### src/rtl/vga_timing_pkg.sv
// vga_timing_pkg: default raster constants, totals and the coordinate type shared by the VGA timing slice
package vga_timing_pkg;
    typedef logic [9:0] coord_t;
    localparam int H_ACTIVE_D = 640;
    localparam int H_FP_D     = 16;
    localparam int H_SYNC_D   = 96;
    localparam int H_BP_D     = 48;
    localparam int V_ACTIVE_D = 480;
    localparam int V_FP_D     = 10;
    localparam int V_SYNC_D   = 2;
    localparam int V_BP_D     = 33;
    localparam int H_TOTAL    = H_ACTIVE_D + H_FP_D + H_SYNC_D + H_BP_D;
    localparam int V_TOTAL    = V_ACTIVE_D + V_FP_D + V_SYNC_D + V_BP_D;
endpackage

### src/rtl/vga_timing_gen_if.sv
// vga_timing_gen_if: raster outputs bundle (coordinates, blank, syncs, pulses, frame count)
//   master: driven by vga_timing_gen; slave: consumed by drawers / game logic
interface vga_timing_gen_if
    import vga_timing_pkg::*;
#(
    parameter int FRAME_CNT_W = 16
);
    coord_t                 DrawX;
    coord_t                 DrawY;
    logic                   blank;
    logic                   hs;
    logic                   vs;
    logic                   line_start;
    logic                   frame_start;
    logic                   vblank_start;
    logic [FRAME_CNT_W-1:0] frame_count;
    modport master (output DrawX, DrawY, blank, hs, vs, line_start, frame_start, vblank_start, frame_count);
    modport slave  (input  DrawX, DrawY, blank, hs, vs, line_start, frame_start, vblank_start, frame_count);
endinterface

### src/rtl/vga_sync_delay.sv
// vga_sync_delay: DEPTH-stage shift register, async active-low reset to RESET_VAL; DEPTH 0 is a wire
//   clk, rst_n : clock and async active-low reset
//   i_d / o_q  : input bit / input delayed by DEPTH clocks
module vga_sync_delay #(
    parameter int   DEPTH     = 2,
    parameter logic RESET_VAL = 1'b1
) (
    input  logic clk,
    input  logic rst_n,
    input  logic i_d,
    output logic o_q
);
    if (DEPTH == 0) begin : g_pass
        logic w_unused;
        assign w_unused = &{1'b0, clk, rst_n};
        assign o_q = i_d;
    end else begin : g_shift
        logic [DEPTH-1:0] r_sr;
        // Truncating the concatenation drops the oldest bit, which also covers DEPTH == 1.
        always_ff @(posedge clk or negedge rst_n)
            if (!rst_n) r_sr <= {DEPTH{RESET_VAL}};
            else r_sr <= DEPTH'({r_sr, i_d});
        assign o_q = r_sr[DEPTH-1];
    end
endmodule

### src/rtl/vga_timing_gen.sv
// vga_timing_gen: raster counters, active/sync decode, event pulses and frame counter
//   vga_clk : pixel clock
//   reset_n : async active-low reset
//   vga     : master side of vga_timing_gen_if (DrawX/DrawY, blank, hs/vs, pulses, frame_count)
module vga_timing_gen
    import vga_timing_pkg::*;
#(
    parameter int H_ACTIVE    = H_ACTIVE_D,
    parameter int H_FP        = H_FP_D,
    parameter int H_SYNC      = H_SYNC_D,
    parameter int H_BP        = H_BP_D,
    parameter int V_ACTIVE    = V_ACTIVE_D,
    parameter int V_FP        = V_FP_D,
    parameter int V_SYNC      = V_SYNC_D,
    parameter int V_BP        = V_BP_D,
    parameter int SYNC_DELAY  = 2,
    parameter int FRAME_CNT_W = 16
) (
    input logic              vga_clk,
    input logic              reset_n,
    vga_timing_gen_if.master vga
);
    localparam int     H_TOT  = H_ACTIVE + H_FP + H_SYNC + H_BP;
    localparam int     V_TOT  = V_ACTIVE + V_FP + V_SYNC + V_BP;
    localparam coord_t H_LAST = coord_t'(H_TOT - 1);
    localparam coord_t V_LAST = coord_t'(V_TOT - 1);
    localparam coord_t H_ACT  = coord_t'(H_ACTIVE);
    localparam coord_t V_ACT  = coord_t'(V_ACTIVE);
    localparam coord_t HS_BEG = coord_t'(H_ACTIVE + H_FP);
    localparam coord_t HS_END = coord_t'(H_ACTIVE + H_FP + H_SYNC);
    localparam coord_t VS_BEG = coord_t'(V_ACTIVE + V_FP);
    localparam coord_t VS_END = coord_t'(V_ACTIVE + V_FP + V_SYNC);

    if (H_TOT > 1024 || V_TOT > 1024) begin : g_bad_totals
        $error("vga_timing_gen: H/V totals must not exceed 1024");
    end

    coord_t                 r_x;
    coord_t                 r_y;
    logic                   r_blank;
    logic                   r_line_start;
    logic                   r_frame_start;
    logic                   r_vblank_start;
    logic                   r_hs_raw;
    logic                   r_vs_raw;
    logic [FRAME_CNT_W-1:0] r_frame_count;
    coord_t                 w_x_next;
    coord_t                 w_y_next;
    logic                   w_line_start;
    logic                   w_frame_start;

    assign w_x_next      = (r_x == H_LAST) ? '0 : r_x + 10'd1;
    assign w_y_next      = (r_x != H_LAST) ? r_y : (r_y == V_LAST) ? '0 : r_y + 10'd1;
    assign w_line_start  = w_x_next == '0;
    assign w_frame_start = w_line_start && w_y_next == '0;

    // Everything is decoded from the next-state counters so the registered flags line up
    // with the registered coordinates on the same cycle.
    always_ff @(posedge vga_clk or negedge reset_n)
        if (!reset_n) begin
            r_x            <= '0;
            r_y            <= '0;
            r_blank        <= 1'b0;
            r_line_start   <= 1'b0;
            r_frame_start  <= 1'b0;
            r_vblank_start <= 1'b0;
            r_hs_raw       <= 1'b1;
            r_vs_raw       <= 1'b1;
            r_frame_count  <= '0;
        end else begin
            r_x            <= w_x_next;
            r_y            <= w_y_next;
            r_blank        <= w_x_next < H_ACT && w_y_next < V_ACT;
            r_line_start   <= w_line_start;
            r_frame_start  <= w_frame_start;
            r_vblank_start <= w_line_start && w_y_next == V_ACT;
            r_hs_raw       <= !(w_x_next >= HS_BEG && w_x_next < HS_END);
            r_vs_raw       <= !(w_y_next >= VS_BEG && w_y_next < VS_END);
            r_frame_count  <= r_frame_count + FRAME_CNT_W'(w_frame_start);
        end

    vga_sync_delay #(.DEPTH(SYNC_DELAY), .RESET_VAL(1'b1)) u_hs_delay (
        .clk(vga_clk), .rst_n(reset_n), .i_d(r_hs_raw), .o_q(vga.hs)
    );
    vga_sync_delay #(.DEPTH(SYNC_DELAY), .RESET_VAL(1'b1)) u_vs_delay (
        .clk(vga_clk), .rst_n(reset_n), .i_d(r_vs_raw), .o_q(vga.vs)
    );

    assign vga.DrawX        = r_x;
    assign vga.DrawY        = r_y;
    assign vga.blank        = r_blank;
    assign vga.line_start   = r_line_start;
    assign vga.frame_start  = r_frame_start;
    assign vga.vblank_start = r_vblank_start;
    assign vga.frame_count  = r_frame_count;
endmodule
### src/flat_wrapper.sv
// flat-port wrapper written by rule: the top's interface ports become plain ports
module vga_timing_gen_flat import vga_timing_pkg::*;
#(
    parameter int H_ACTIVE    = H_ACTIVE_D,
    parameter int H_FP        = H_FP_D,
    parameter int H_SYNC      = H_SYNC_D,
    parameter int H_BP        = H_BP_D,
    parameter int V_ACTIVE    = V_ACTIVE_D,
    parameter int V_FP        = V_FP_D,
    parameter int V_SYNC      = V_SYNC_D,
    parameter int V_BP        = V_BP_D,
    parameter int SYNC_DELAY  = 2,
    parameter int FRAME_CNT_W = 16
)
  (vga_clk, reset_n, vga_DrawX, vga_DrawY, vga_blank, vga_hs, vga_vs, vga_line_start, vga_frame_start, vga_vblank_start, vga_frame_count);
  vga_timing_gen_if #(.FRAME_CNT_W(FRAME_CNT_W)) vga_i ();
  input logic vga_clk;
  input logic reset_n;
  output wire logic [$bits(vga_i.DrawX)-1:0] vga_DrawX;
  output wire logic [$bits(vga_i.DrawY)-1:0] vga_DrawY;
  output wire logic [$bits(vga_i.blank)-1:0] vga_blank;
  output wire logic [$bits(vga_i.hs)-1:0] vga_hs;
  output wire logic [$bits(vga_i.vs)-1:0] vga_vs;
  output wire logic [$bits(vga_i.line_start)-1:0] vga_line_start;
  output wire logic [$bits(vga_i.frame_start)-1:0] vga_frame_start;
  output wire logic [$bits(vga_i.vblank_start)-1:0] vga_vblank_start;
  output wire logic [$bits(vga_i.frame_count)-1:0] vga_frame_count;
  assign vga_DrawX = vga_i.DrawX;
  assign vga_DrawY = vga_i.DrawY;
  assign vga_blank = vga_i.blank;
  assign vga_hs = vga_i.hs;
  assign vga_vs = vga_i.vs;
  assign vga_line_start = vga_i.line_start;
  assign vga_frame_start = vga_i.frame_start;
  assign vga_vblank_start = vga_i.vblank_start;
  assign vga_frame_count = vga_i.frame_count;
  vga_timing_gen #(.H_ACTIVE(H_ACTIVE), .H_FP(H_FP), .H_SYNC(H_SYNC), .H_BP(H_BP), .V_ACTIVE(V_ACTIVE), .V_FP(V_FP), .V_SYNC(V_SYNC), .V_BP(V_BP), .SYNC_DELAY(SYNC_DELAY), .FRAME_CNT_W(FRAME_CNT_W)) u_core (.vga_clk(vga_clk), .reset_n(reset_n), .vga(vga_i));
endmodule
### config.mk
export PLATFORM = sky130hd
export DESIGN_NAME = vga_timing_gen_flat
export DESIGN_NICKNAME = d
export VERILOG_FILES = /design/src/rtl/vga_timing_pkg.sv /design/src/rtl/vga_timing_gen_if.sv /design/src/rtl/vga_sync_delay.sv /design/src/rtl/vga_timing_gen.sv /design/src/flat_wrapper.sv
export SDC_FILE = /design/constraint.sdc
export NUM_CORES = 1
export LEC_CHECK = 0
export ABC_CLOCK_PERIOD_IN_PS = 4500
export CAP_MARGIN = 20
export CORE_MARGIN = 4
export CORE_UTILIZATION = 37
export CTS_CLUSTER_DIAMETER = 120
export DETAILED_ROUTE_END_ITERATION = 12
export GPL_TIMING_DRIVEN = 0
export PLACE_DENSITY = 0.61
export SYNTH_ARGS = -nofsm -noshare
export SYNTH_HDL_FRONTEND = slang
export SYNTH_SLANG_ARGS = --single-unit
### constraint.sdc
create_clock -name vga_clk -period 4.5 [get_ports vga_clk]
set_input_delay 0.45 -clock vga_clk [delete_from_list [all_inputs] [get_ports vga_clk]]
set_output_delay 0.45 -clock vga_clk [all_outputs]
set_load 0.02 [all_outputs]
==> Flow_metrics.wiki <==
{| class="wikitable"
! Metric !! Value
|-
| Router iterations before antenna repair || 6
|-
| Maximum Capacitance Violations || 0
|-
| Timing startpoint of the critical path || u_core.vga.DrawX[0]$_DFF_PN0_
|-
| Minimum setup slack among reg-to-reg paths || 290 ps
|-
| Chip width || 85.7 µm
|-
| Nets in the synthesized netlist || 206
|-
| Die ar. || 7340 µm²
|-
| Final instance count without filler cells || 328
|-
| Avg Inst Size Synth || 11.3 µm²
|-
| Result of the run || finished clean
|-
| Total I/O pin count || 44
|-
| Combinational fraction of design power || 0.015
|-
| Dominant combinational cell family by area after synthesis || simple AND/OR/NAND/NOR gates
|-
| Maximum number of pins on one net before global-route repair || 36
|-
| Clk sinks || 46
|-
| Post-DRT Antenna Nets || 0
|-
| CTS tree || done
|-
| Predominant post-synthesis flop cell || sky130_fd_sc_hd__dfrtp_1
|-
| Post-synthesis mux area share || 0.00448
|-
| Iter 0 DRT Violations || 69
|-
| Clk buf depth || 2
|-
| Maximum clock frequency || 238 MHz
|-
| Number of I/O port buffers || 43
|-
| CP cell instances || ha_1, and4_1, buf_2, nand3_2, a2111oi_4, or4b_4, a2111oi_4, and4b_1, ha_1, ha_1, nand2_1, nor2_1, and2_1, and4_1, nand3_1, xnor2_1
|-
| Max_slew headroom || 0.530
|-
| Xor/xnor share of the synthesized area || 0.110
|-
| Standard-cell rows || 28
|-
| Fraction of the mapped netlist area in simple logic gates || 0.198
|-
| Antenna violations before repair || 0
|-
| Worst setup SP type || flop
|-
| Global-route congestion overflow total || 0
|-
| Share of the synthesized area in compound gates (AO/OA/AOI/OAI) || 0.0980
|-
| Clock latency on the worst-skew pair || 300 ps
|-
| Post-DR vias/cell || 5.02
|-
| Worst VDD drop || 0.000109 V
|-
| Share of final-layout standard cells stronger than drive strength 1 || 0.134
|-
| Flops & latches, synth || 46
|-
| Fraction of power spent switching nets || 0.224
|-
| Net switching component of the power || 152 µW
|-
| R2R Path End || u_core.vga.frame_count[14]$_DFF_PN0_
|-
| Synthesis Warnings || 0
|-
| Worst Slack Setup Final || 293 ps
|-
| Ratio of final minimum period to clock period || 0.935
|-
| Sequential element share of the synthesized area || 0.519
|-
| CP required || 4700 ps
|-
| Longest individual stage delay on the worst path || 530 ps
|-
| Clock network fraction of total power || 0.375
|-
| CP Max Fanout || 9
|-
| CTS clk-pin slew, worst paths || 90 ps
|-
| Area of the mapped netlist || 2230 µm²
|-
| Number of endpoints failing setup at the final stage || 0
|-
| Number of enable flip-flop cells after synthesis || 0
|-
| Wire length of the first global-routing pass || 7820 µm
|-
| Class of the most critical setup path || flop to flop
|-
| Setup total negative slack || 0 ps
|-
| Fraction of power consumed by sequential logic || 0.610
|-
| Post-synthesis to final-layout area growth || 30.0%
|-
| Tightest Hold Check Type || input port to async pin
|-
| CP Capture Type || flop
|-
| Post-route cell area || 2900 µm²
|-
| Clock buffers created by TritonCTS || 5
|-
| Height of the chip || 85.7 µm
|-
| Adder and majority cell fraction of the synthesized area || 0.0336
|-
| Wirelength, routed || 4640 µm
|-
| Cell Int Power || 526 µW
|-
| Async SR Flop Fraction || 1.00
|-
| HPWL after detailed placement || 3460 µm
|-
| Final Wtd Congestion || 0.775
|-
| Worst-path cell with the longest stage delay || sky130_fd_sc_hd__or4b_4
|-
| Number of hold violations in the final report || 0
|-
| Number of unique standard cell types used by synthesis || 44
|-
| CP Data Arrival Time || 4400 ps
|-
| Most frequent cells in the layout || 42 x sky130_fd_sc_hd__clkdlybuf4s50_1, 38 x sky130_fd_sc_hd__dfrtp_1, 18 x sky130_fd_sc_hd__xnor2_1
|-
| Vias in the first global route || 1630
|-
| Number of vias in the routed layout || 1647
|-
| Total power density per cell area || 234 nW/µm²
|-
| GRT Overall Usage || 0.136
|-
| Most frequent standard cell in the layout excluding fill and tap cells || sky130_fd_sc_hd__clkdlybuf4s50_1
|-
| Final Total Pwr || 678 µW
|-
| Number of diodes || 0
|-
| Transition time at the pin with the least slew margin || 699 ps
|-
| H-tree Lvls || 2
|-
| Core outline area || 5890 µm²
|-
| Pre-CTS setup slack || 218 ps
|-
| Max Clock Skew || 7.74 ps
|-
| Standby leakage power || 1.23 nW
|-
| Minimum period implied by the final worst setup slack || 4210 ps
|-
| # placed instances || 317
|-
| Synthesized instance count || 198
|-
| Initial standard-cell utilization of the core || 0.379
|-
| Final slew viol count || 0
|-
| Cells on worst reg2reg path || 16
|-
| Routed wire per std cell || 14.1 µm
|-
| CTS Root Cell || sky130_fd_sc_hd__clkbuf_8
|-
| Origin of the critical flop-to-flop path || u_core.vga.DrawX[0]$_DFF_PN0_
|-
| DRC violation count after routing || 0
|-
| Instance area after placement || 2770 µm²
|-
| Quantity of hold-fixing buffers added after cts || 0
|-
| Library cell appearing most often on the critical path || sky130_fd_sc_hd__ha_1
|-
| Nets@finish || 260
|}
## cells by family (layout without fill, tap and decap cells)
group	count (synthesis)	count (layout)
simple gates	75	75
flops	46	46
xor+xnor	28	28
compound gates	27	27
buf+inv	15	70
fa+ha+maj	6	6
mux	1	1
## final cells by class
| cell class | count | area, µm² |
|---|---|---|
| Fill cell | 543 | 2980 |
| Sequential cell | 46 | 1160 |
| Multi-Input combinational cell | 137 | 1000 |
| Timing Repair Buffer | 47 | 468 |
| Tap cell | 75 | 93.8 |
| Clock buffer | 5 | 68.8 |
| Buffer | 6 | 48.8 |
| Inverter | 9 | 33.8 |
| Clock inverter | 3 | 23.8 |
## synth_stat cells, drive strengths merged, types with 3 or more instances
library cell / count / share of area
and4: 3 / 0.012
and3: 7 / 0.020
a21oi: 6 / 0.013
dfrtp: 40 / 0.45
nor2: 11 / 0.018
nand4: 11 / 0.031
xor2: 10 / 0.039
inv: 9 / 0.015
o21ai: 3 / 0.0067
nand2: 16 / 0.027
a211oi: 3 / 0.010
ha: 6 / 0.034
nand3: 11 / 0.027
buf: 6 / 0.022
xnor2: 18 / 0.071
nor3: 3 / 0.0067
dfstp: 6 / 0.071
o31ai: 3 / 0.012
## power by group through the flow
stage / Clock, mW / Sequential (mW) / Combinational, mW
2_1_floorplan: 0 / 0.421 / 0.000000407
3_3_place_gp: 0 / 0.421 / 0.00916
3_5_place_dp: 0 / 0.421 / 0.0111
4_1_cts: 0.269 / 0.413 / 0.0111
5_1_grt: 0.283 / 0.413 / 0.0122
6_report: 0.254 / 0.413 / 0.0102
## per-layer routing
layer	GRT usage	part of all wire
met1	0.179	0.47
met2	0.215	0.47
met4	0.0561	0.014
met5	0	0
met3	0.0327	0.045
## how the worst max path moves through the flow
stage / end / cells after the start / slack, ps
after floorplan: u_core.vga.frame_count[14]$_DFF_PN0_ / 16 / 630
after detailed placement: u_core.vga.frame_count[14]$_DFF_PN0_ / 16 / 220
after CTS: u_core.vga.frame_count[14]$_DFF_PN0_ / 16 / 200
after global routing: u_core.vga.frame_count[14]$_DFF_PN0_ / 16 / -20
final: u_core.vga.frame_count[14]$_DFF_PN0_ / 16 / 290
after global placement: u_core.vga.frame_count[12]$_DFF_PN0_ / 16 / 200
## critical path: cells and delay by family (launching register included)
kind                     cells  cell delay (ps)
buffers and inverters        1              210
flip-flops                   1              450
adder cells (fa/ha/maj)      3              690
AND/OR/NAND/NOR              9             1970
AO/OA/AOI/OAI                2              670
XOR/XNOR                     1              130
## flip-flops by register name, summed over array words and instances, names as in the netlist
signal / count
u_core.vga.frame_count: 16
u_core.vga.DrawX: 10
u_core.vga.DrawY: 10
u_core.u_hs_delay.g_shift.r_sr: 2
u_core.u_vs_delay.g_shift.r_sr: 2
u_core.r_hs_raw: 1
u_core.r_vs_raw: 1
u_core.vga.blank: 1
u_core.vga.frame_start: 1
u_core.vga.line_start: 1
u_core.vga.vblank_start: 1
## stage by stage
step | hold slack, ps | util
detailed placement | 347 | 0.471
global route | 36.4 | 0.493
finish | 32.4 | 0.493
floorplan | 154 | -
CTS | 28.3 | 0.487
global placement | 346 | 0.469
## what timing repair did
| action | in CTS | in global routing |
|---|---|---|
| hold endpoints to repair | 0 | 0 |
| setup endpoints to repair | 0 | 2 |
| buffers inserted | 0 | 3 |
| gates resized for setup | 0 | 3 |
(Power assumes the default switching activity.)
